===== config.mk =====
export PLATFORM = sky130hd
export DESIGN_NAME = frame_burst_sequencer
export DESIGN_NICKNAME = d
export VERILOG_FILES = /design/src/rtl/frame_seq_pkg.sv /design/src/rtl/frame_burst_sequencer.sv
export SDC_FILE = /design/constraint.sdc
export NUM_CORES = 1
export LEC_CHECK = 0
export BUFFER_PORTS_ARGS = -buffer_cell sky130_fd_sc_hd__buf_2
export CAP_MARGIN = 20
export CORE_ASPECT_RATIO = 0.6
export CORE_UTILIZATION = 35
export DETAILED_ROUTE_END_ITERATION = 6
export HOLD_SLACK_MARGIN = 0.03
export PLACE_DENSITY = 0.65
export RECOVER_POWER = 50
export SETUP_SLACK_MARGIN = 0.5
export SLEW_MARGIN = 20
export SYNTH_ARGS = -nofsm -noshare
export SYNTH_HDL_FRONTEND = slang
export SYNTH_SLANG_ARGS = --single-unit

===== constraint.sdc =====
create_clock -name clk -period 3.2 [get_ports clk]
set_input_delay 0.48 -clock clk [delete_from_list [all_inputs] [get_ports clk]]
set_output_delay 0.48 -clock clk [all_outputs]
set_load 0.02 [all_outputs]

===== src/rtl/frame_seq_pkg.sv =====
// Shared state encoding and default parameter values for frame_burst_sequencer.
package frame_seq_pkg;

   localparam int unsigned DEF_ADDRESS_WIDTH  = 32;
   localparam int unsigned DEF_LENGTH_WIDTH   = 24;
   localparam int unsigned DEF_BURST_WIDTH    = 4;
   localparam int unsigned DEF_MAX_BURST      = 8;
   localparam int unsigned DEF_BYTES_PER_WORD = 4;

   typedef enum logic [2:0] {
      IDLE      = 3'd0,
      ISSUE     = 3'd1,
      WAIT_ACK  = 3'd2,
      WAIT_DONE = 3'd3,
      DONE      = 3'd4
   } seq_state_t;

endpackage


===== src/rtl/frame_burst_sequencer.sv =====
// Splits one frame write into MAX_BURST-sized bursts for a downstream burst writer.
// Optional ping-pong base selection is enabled by defining FRAME_SEQ_PINGPONG_EN.
module frame_burst_sequencer
   import frame_seq_pkg::*;
#(
   parameter int unsigned ADDRESS_WIDTH  = DEF_ADDRESS_WIDTH,
   parameter int unsigned LENGTH_WIDTH   = DEF_LENGTH_WIDTH,
   parameter int unsigned BURST_WIDTH    = DEF_BURST_WIDTH,
   parameter int unsigned MAX_BURST      = DEF_MAX_BURST,
   parameter int unsigned BYTES_PER_WORD = DEF_BYTES_PER_WORD
) (
   input  logic                     clk,
   input  logic                     reset,
   input  logic                     frame_start,
   input  logic [ADDRESS_WIDTH-1:0] frame_base,
`ifdef FRAME_SEQ_PINGPONG_EN
   input  logic [ADDRESS_WIDTH-1:0] frame_base_b,
   output logic                     buf_sel,
`endif
   input  logic [LENGTH_WIDTH-1:0]  frame_words,
   output logic                     seq_busy,
   output logic                     frame_done,
   output logic                     wr_start,
   output logic [ADDRESS_WIDTH-1:0] wr_address,
   output logic [BURST_WIDTH-1:0]   wr_burstcount,
   input  logic                     wr_busy
);

   localparam logic [LENGTH_WIDTH-1:0]  MAX_LEN = LENGTH_WIDTH'(MAX_BURST);
   localparam logic [BURST_WIDTH-1:0]   MAX_BC  = BURST_WIDTH'(MAX_BURST);
   localparam logic [ADDRESS_WIDTH-1:0] BPW     = ADDRESS_WIDTH'(BYTES_PER_WORD);

   seq_state_t                state, state_next;
   logic                      start_q;       // request accepted last cycle, frame not yet launched
   logic [ADDRESS_WIDTH-1:0]  addr_q;        // address of the burst in flight (or first burst)
   logic [LENGTH_WIDTH-1:0]   remain_q;      // words not yet retired by a completed burst
   logic [LENGTH_WIDTH-1:0]   remain_after;
   logic [ADDRESS_WIDTH-1:0]  addr_after;
   logic [BURST_WIDTH-1:0]    burst_first;
   logic [BURST_WIDTH-1:0]    burst_next;
   logic [ADDRESS_WIDTH-1:0]  base_sel;
   logic                      accept;
   logic                      burst_retire;

   // NOTE: every variable driven here gets a default first so no latch is inferred.
   always_comb begin
      accept       = (state == IDLE) && !start_q && frame_start;
      burst_retire = (state == WAIT_DONE) && !wr_busy;
      remain_after = remain_q - LENGTH_WIDTH'(wr_burstcount);
      addr_after   = addr_q + ADDRESS_WIDTH'(wr_burstcount) * BPW;
      burst_first  = (remain_q < MAX_LEN) ? remain_q[BURST_WIDTH-1:0] : MAX_BC;
      burst_next   = (remain_after < MAX_LEN) ? remain_after[BURST_WIDTH-1:0] : MAX_BC;
`ifdef FRAME_SEQ_PINGPONG_EN
      base_sel     = buf_sel ? frame_base_b : frame_base;
`else
      base_sel     = frame_base;
`endif
   end

   always_comb begin
      state_next = state;
      unique case (state)
         IDLE:      if (start_q) state_next = (remain_q == '0) ? DONE : ISSUE;
         ISSUE:     state_next = WAIT_ACK;
         WAIT_ACK:  if (wr_busy) state_next = WAIT_DONE;
         WAIT_DONE: if (!wr_busy) state_next = (remain_after == '0) ? DONE : ISSUE;
         DONE:      state_next = IDLE;
         default:   state_next = IDLE;
      endcase
   end

   // NOTE: sequential state uses non-blocking assignments so all flops update together.
   always_ff @(posedge clk) begin
      if (reset) begin
         state         <= IDLE;
         start_q       <= 1'b0;
         addr_q        <= '0;
         remain_q      <= '0;
         wr_address    <= '0;
         wr_burstcount <= '0;
`ifdef FRAME_SEQ_PINGPONG_EN
         buf_sel       <= 1'b0;
`endif
      end else begin
         state   <= state_next;
         start_q <= accept;
         if (accept) begin
            addr_q   <= base_sel;
            remain_q <= frame_words;
         end
         if ((state == IDLE) && start_q && (remain_q != '0)) begin
            wr_address    <= addr_q;
            wr_burstcount <= burst_first;
         end
         // Retiring a burst loads the next one so it is presented with wr_start.
         if (burst_retire) begin
            addr_q   <= addr_after;
            remain_q <= remain_after;
            if (remain_after != '0) begin
               wr_address    <= addr_after;
               wr_burstcount <= burst_next;
            end
         end
`ifdef FRAME_SEQ_PINGPONG_EN
         if (state == DONE) buf_sel <= ~buf_sel;
`endif
      end
   end

   assign wr_start   = (state == ISSUE);
   assign frame_done = (state == DONE);
   assign seq_busy   = start_q || (state != IDLE);

endmodule


## Yosys cells after proc, flatten, opt, wreduce, memory -nomap -nowiden

Index checks and enable logic that the tools add are counted.

| word-level totals | value |
|---|---|
| memories kept | 0 |
| output and inout bits | 39 |
| input bits | 60 |
| bits in registers | 96 |
| word-level logic and storage cells | 51 |
| memory bits (read-only) | 0 |
| RAM bits | 0 |
| latch bits | 0 |

| cells by class | value |
|---|---|
| bitwise gates (word level) | 0 |
| multiplexer cells | 18 |
| divide/modulo/power cells | 0 |
| magnitude comparators | 2 |
| add/subtract/negate cells | 2 |
| reductions and logical operators | 16 |
| multiply operators | 0 |
| equal/unequal tests | 7 |
| shift operators | 0 |

Operator list:

| operator | number |
|---|---|
| two-way mux 32 bit | 5 |
| zero test 24 bit | 2 |
| less-than comparator 24 x 4 -> 1 bit, second input constant | 2 |
| two-way mux 24 bit | 2 |
| nonzero test 24 bit | 2 |
| adder 32 x 6 -> 32 bit | 1 |
| subtractor 24 x 4 -> 24 bit | 1 |
| two-way mux 4 bit | 5 |
| two-way mux 3 bit | 5 |
| case mux 3 bit (4 select lines) | 1 |
| equality test 3 x 2 -> 1 bit, second input constant | 2 |
| != test 2 bit, second input constant | 3 |
| logical AND 1 bit | 5 |
| equality test 3 x 1 -> 1 bit, second input constant | 1 |
| equality test 3 bit, second input constant | 1 |
| zero test 3 bit | 1 |
| AND reduction 3 bit | 1 |
| nonzero test 3 bit | 1 |
| zero test 1 bit | 2 |
| nonzero test 2 bit | 1 |
| logical OR 1 bit | 1 |

## Depth between registers and ports, before layout

| depth | value |
|---|---|
| word-level depth | 6 |
| gate-level depth with buffers | 14 |
| mapped depth without buffers | 11 |

## Worst setup path before layout

Ideal clock, no wire load.

| timing | value |
|---|---|
| path type | reg2reg |
| start | reg wr_burstcount[3] |
| end | reg state[0] |
| slack | 65 ps |
| stages on the path, launching flop included | 14 |
| data arrival time | 3006 ps |
| library setup time | 129 ps |
| data required time | 3071 ps |
| period minus slack after synthesis | 3135 ps |
| path buffers | 3 |
| path through | dfxtp_1 > inv_1 > ha_1 > or2_2 > o22a_1 > clkbuf_1 > o31a_1 > or4_4 > a21oi_2 > nand4_1 > buf_2 > buf_2 > a21oi_1 > o32ai_1 |

| on the way | value |
|---|---|
| longest elaborated chain between the ends | 5 |

RTL lines:

| item | RTL line | RTL |
|---|---|---|
| start, declared | frame_burst_sequencer.sv:25 | `output logic [BURST_WIDTH-1:0] wr_burstcount,` |
| start signal, assigned | frame_burst_sequencer.sv:93 | `wr_burstcount <= burst_first;` |
| start signal, assigned | frame_burst_sequencer.sv:101 | `wr_burstcount <= burst_next;` |
| subtractor 24 x 4 -> 24 bit | frame_burst_sequencer.sv:49 | `remain_after = remain_q - LENGTH_WIDTH'(wr_burstcount);` |
| zero test 24 bit | frame_burst_sequencer.sv:66 | `WAIT_DONE: if (!wr_busy) state_next = (remain_after == '0) ? DONE : ISSUE;` |
| two-way mux 3 bit (2 in a row) | frame_burst_sequencer.sv:66 |  |
| case mux 3 bit (4 select lines) | frame_burst_sequencer.sv:62 | `unique case (state)` |
| end signal, assigned | frame_burst_sequencer.sv:85 | `state <= state_next;` |
| end, declared | frame_burst_sequencer.sv:33 | `seq_state_t state, state_next;` |

Every way passes these cells. The select of a mux whose other input is x is not followed.
A chain may end at the register's enable or synchronous reset.

## Worst setup path in the final report

| timing | value |
|---|---|
| start | reg remain_q[5] |
| end | reg wr_address[25] |

| on the way | value |
|---|---|
| longest elaborated chain between the ends | 5 |
| elaborated cells between the ends (all ways) | 7 |
| classes of those cells | add/sub (1); mux (3); reduce/logical (3) |

RTL lines:

| item | RTL line | RTL |
|---|---|---|
| start, declared | frame_burst_sequencer.sv:36 | `logic [LENGTH_WIDTH-1:0] remain_q;` |
| start signal, assigned | frame_burst_sequencer.sv:89 | `remain_q <= frame_words;` |
| start signal, assigned | frame_burst_sequencer.sv:98 | `remain_q <= remain_after;` |
| parallel branches: the longest is 4 deep, another holds subtractor 24 x 4 -> 24 bit | n/a |  |
| two-way mux 32 bit (*) | frame_burst_sequencer.sv:96 | `if (burst_retire) begin` |
| end signal, assigned | frame_burst_sequencer.sv:92 | `wr_address <= addr_q;` |
| end signal, assigned | frame_burst_sequencer.sv:100 | `wr_address <= addr_after;` |
| end, declared | frame_burst_sequencer.sv:24 | `output logic [ADDRESS_WIDTH-1:0] wr_address,` |

Every way passes the cells marked *.

==> run_results.csv <==
group,metric,value,unit
yosys,avgSynthCellArea,7.83,um2
floorplanning,die_x,167,um
setup_path,cp_common_cell,"buf_4",
layout,antenna_cells_inserted,0,
setup_path,slowest_stage,"or4_4",
hold_path,hp-class,"input pin to register",
setup_path,path_cells,"or4_4 > or3b_4 > buf_6 > or3_4 > nor3b_1 > and4_1 > and4_4 > buf_12 > buf_4 > buf_4 > o221ai_2 > a31oi_1",
layout,area_growth,34.5,%
floorplanning,ioPinCount,99,
power,total_power,3.56,mW
timing,final-hold-violation-count,0,
grt,grt_max_degree,82,
yosys,ys.flop_type,"dfxtp_1",
grt,antenna_found_initial,0,
grt,grt-ovfl-total,0,
place,gp_congestion,0.922,
timing,worst_slew_pin_slew,1.40,ns
cts,htreeDepth,3,
setup_path,critPathCaptureType,"register",
cts,clkTransAtPathRegs,0.07,ns
run_status,violations,"design-rule violations",
yosys,mappedNetlistArea,0.00569,mm2
grt,grt_pass1_vias,5547,
drt,drc_errors,9,
yosys,synthArstFlopShare,0,%
drt,route.detailed.wl_per_inst,19.8,um
timing,drv_slew,0,
timing,max_freq,319,MHz
cts,cts_tree,"built",
cts,cts_hold_buf,0,
drt,viasPerCell,6.05,
place,place_area,0.00662,mm2
layout,area.sequential,0.00193,mm2
cts,cts_buffers,9,
setup_path,cpPeakStageDelay,0.53,ns
setup_path,cp-start-kind,"register",
place,port_buffers,98,
cts,cts_root_buf,"clkbuf_16",
yosys,yosys.area.top_type,"dfxtp_1",
yosys,synth-edff-count,0,
drt,drt-initial-drc-count,821,
drt,ant_nets,0,
power,power.density,465,mW/mm2
yosys,synth_cell_types,59,
grt,gr-usage-all-layers,24.1,%
power,vdd_drop_max,0.316,mV
yosys,synth.yosys.seq_area_share,33.8,%
power,leakage,2.83,nW
run_status,status,"complete, but fails checks",
timing,fin_ws,0.0667,ns
timing,rsz0062_at_grt,"true",
yosys,synth_top_area_share,33.8,%
timing,setup_viol,0,
setup_path,crit_arrival,3.36,ns
layout,final_cell_mix,"dfxtp_1, nor2_1, nand2_1",
layout,stdcell_area,0.00765,mm2
floorplanning,rows,35,
yosys,synth_cells,727,
floorplanning,core_area,0.0156,mm2
drt,vias,6398,
layout,fillerInstances,1513,
setup_path,crit_required,3.42,ns
grt,grt_pass1_wl,31500,um
layout,final_common_cell,"dfxtp_1",
timing,clock_skew,0.00813,ns
timing,post-route-min-period,3.13,ns
layout,nets,920,
yosys,synth-seq-cells,96,
floorplanning,die_area,0.0168,mm2
setup_path,critPathKind,"register to register",
cts,clock_latency,0.35,ns
timing,relSlewSlack,6.60,%
cts,clk_path_buf_depth,2,
yosys,synthTopCellsByArea,"dfxtp_1, nor3_1, nor2_1",
floorplanning,initial_core_util,36.5,%
setup_path,worstPathMaxFanout,4,
layout,final_layout_size_suffix_gt1_share,30.5,%
place,hpwl,13400,um
yosys,yosysWarnings,0,
run,maxCapViolations,0,
layout,multi_input_area,0.00387,mm2
drt,drt-total-wl,21000,um
timing,post-route-period-util,97.9,%
cts,cts.sinks,96,
yosys,synth_nets,797,
drt,firstDrtPassIters,7,
floorplanning,die_y,101,um
place,place_ws,-0.0530,ns
## state kept, by name, indices dropped and copies added, names as in the netlist
signal	cells
wr_address	32
wr_burstcount	4
remain_q	24
state	3
start_q	1
addr_q	32
## area by class of cell
class                   count  share of cell area (%)
multi-input cells         558                    50.6
flip-flops and latches     96                    25.2
repair buffers            174                    16.4
well taps                 203                    3.32
clock buffers              10                    2.99
clock inverters             6                   0.883
inverters                  11                   0.539
## cell usage after synthesis, types with 9 or more instances
master,instances
a221oi_1,26
a22oi_1,31
dfxtp_1,96
clkbuf_1,44
a31oi_1,15
nor4_1,12
a21oi_1,53
nand4_1,16
xor2_1,9
o21ai_0,35
xnor2_1,9
nand2_1,61
nor2_1,74
nand3_1,23
o221ai_1,10
inv_1,11
nor3_1,56
mux2_2,16
## layer usage
metal  GRT usage (%)  wire length [um]
met1            38.1             10300
met2            31.1              8200
met3            6.75              2260
met4            4.70               185
met5           0.580                 0
## where the power goes
part | total [mW] | internal (mW) | switching [mW]
registers | 1.37 | 1.28 | 0.0962
clock network | 1.10 | 0.611 | 0.492
logic | 1.08 | 0.477 | 0.605
## cell families (layout without fill, tap and decap cells)
logic type	Yosys count	in the layout	synth area share, %
and+or+nand+nor	302	302	26.4
muxes	20	20	3.87
AOI/OAI and AO/OA	208	208	25.1
xor gates and xnor gates	18	18	2.77
adders and majority gates	10	10	2.46
DFF	96	96	33.8
buffers and inverters	73	201	5.63
## metrics by stage
stage,utilization (%),hold WS (ns),cells,TNS (ns)
2_1_floorplan,-,0.437,727,0
3_3_place_gp,42.5,0.444,1011,-1.37
3_5_place_dp,42.5,0.455,1011,-0.370
4_1_cts,46.5,0.368,1039,0
5_1_grt,49.1,0.387,1058,-0.0375
6_report,49.1,0.373,1058,0
## critical path, delay by kind of cell, from the launching register on
| kind | cells | cell delay, ns |
|---|---|---|
| flops | 1 | 0.32 |
| simple gates | 6 | 1.90 |
| compound gates | 2 | 0.23 |
| buf+inv | 4 | 0.54 |
## repair_timing
item                                    CTS  global route
gates resized for setup                  40            71
pin swaps                                16            33
endpoints found under the setup margin   38            50
setup buffers                             7            19
gates cloned                              5             0
hold endpoints to repair                  0             0
## worst paths after layout
path	startpoint	end	slack (ns)	cells past startpoint
setup / recovery	remain_q[5]	wr_address[25]	0.07	12
hold reg to reg	addr_q[0]	addr_q[0]	0.46	2
hold / removal	frame_words[10]	remain_q[10]	0.37	3
setup reg to reg	remain_q[5]	wr_address[25]	0.07	12
(Power assumes the default switching activity.)
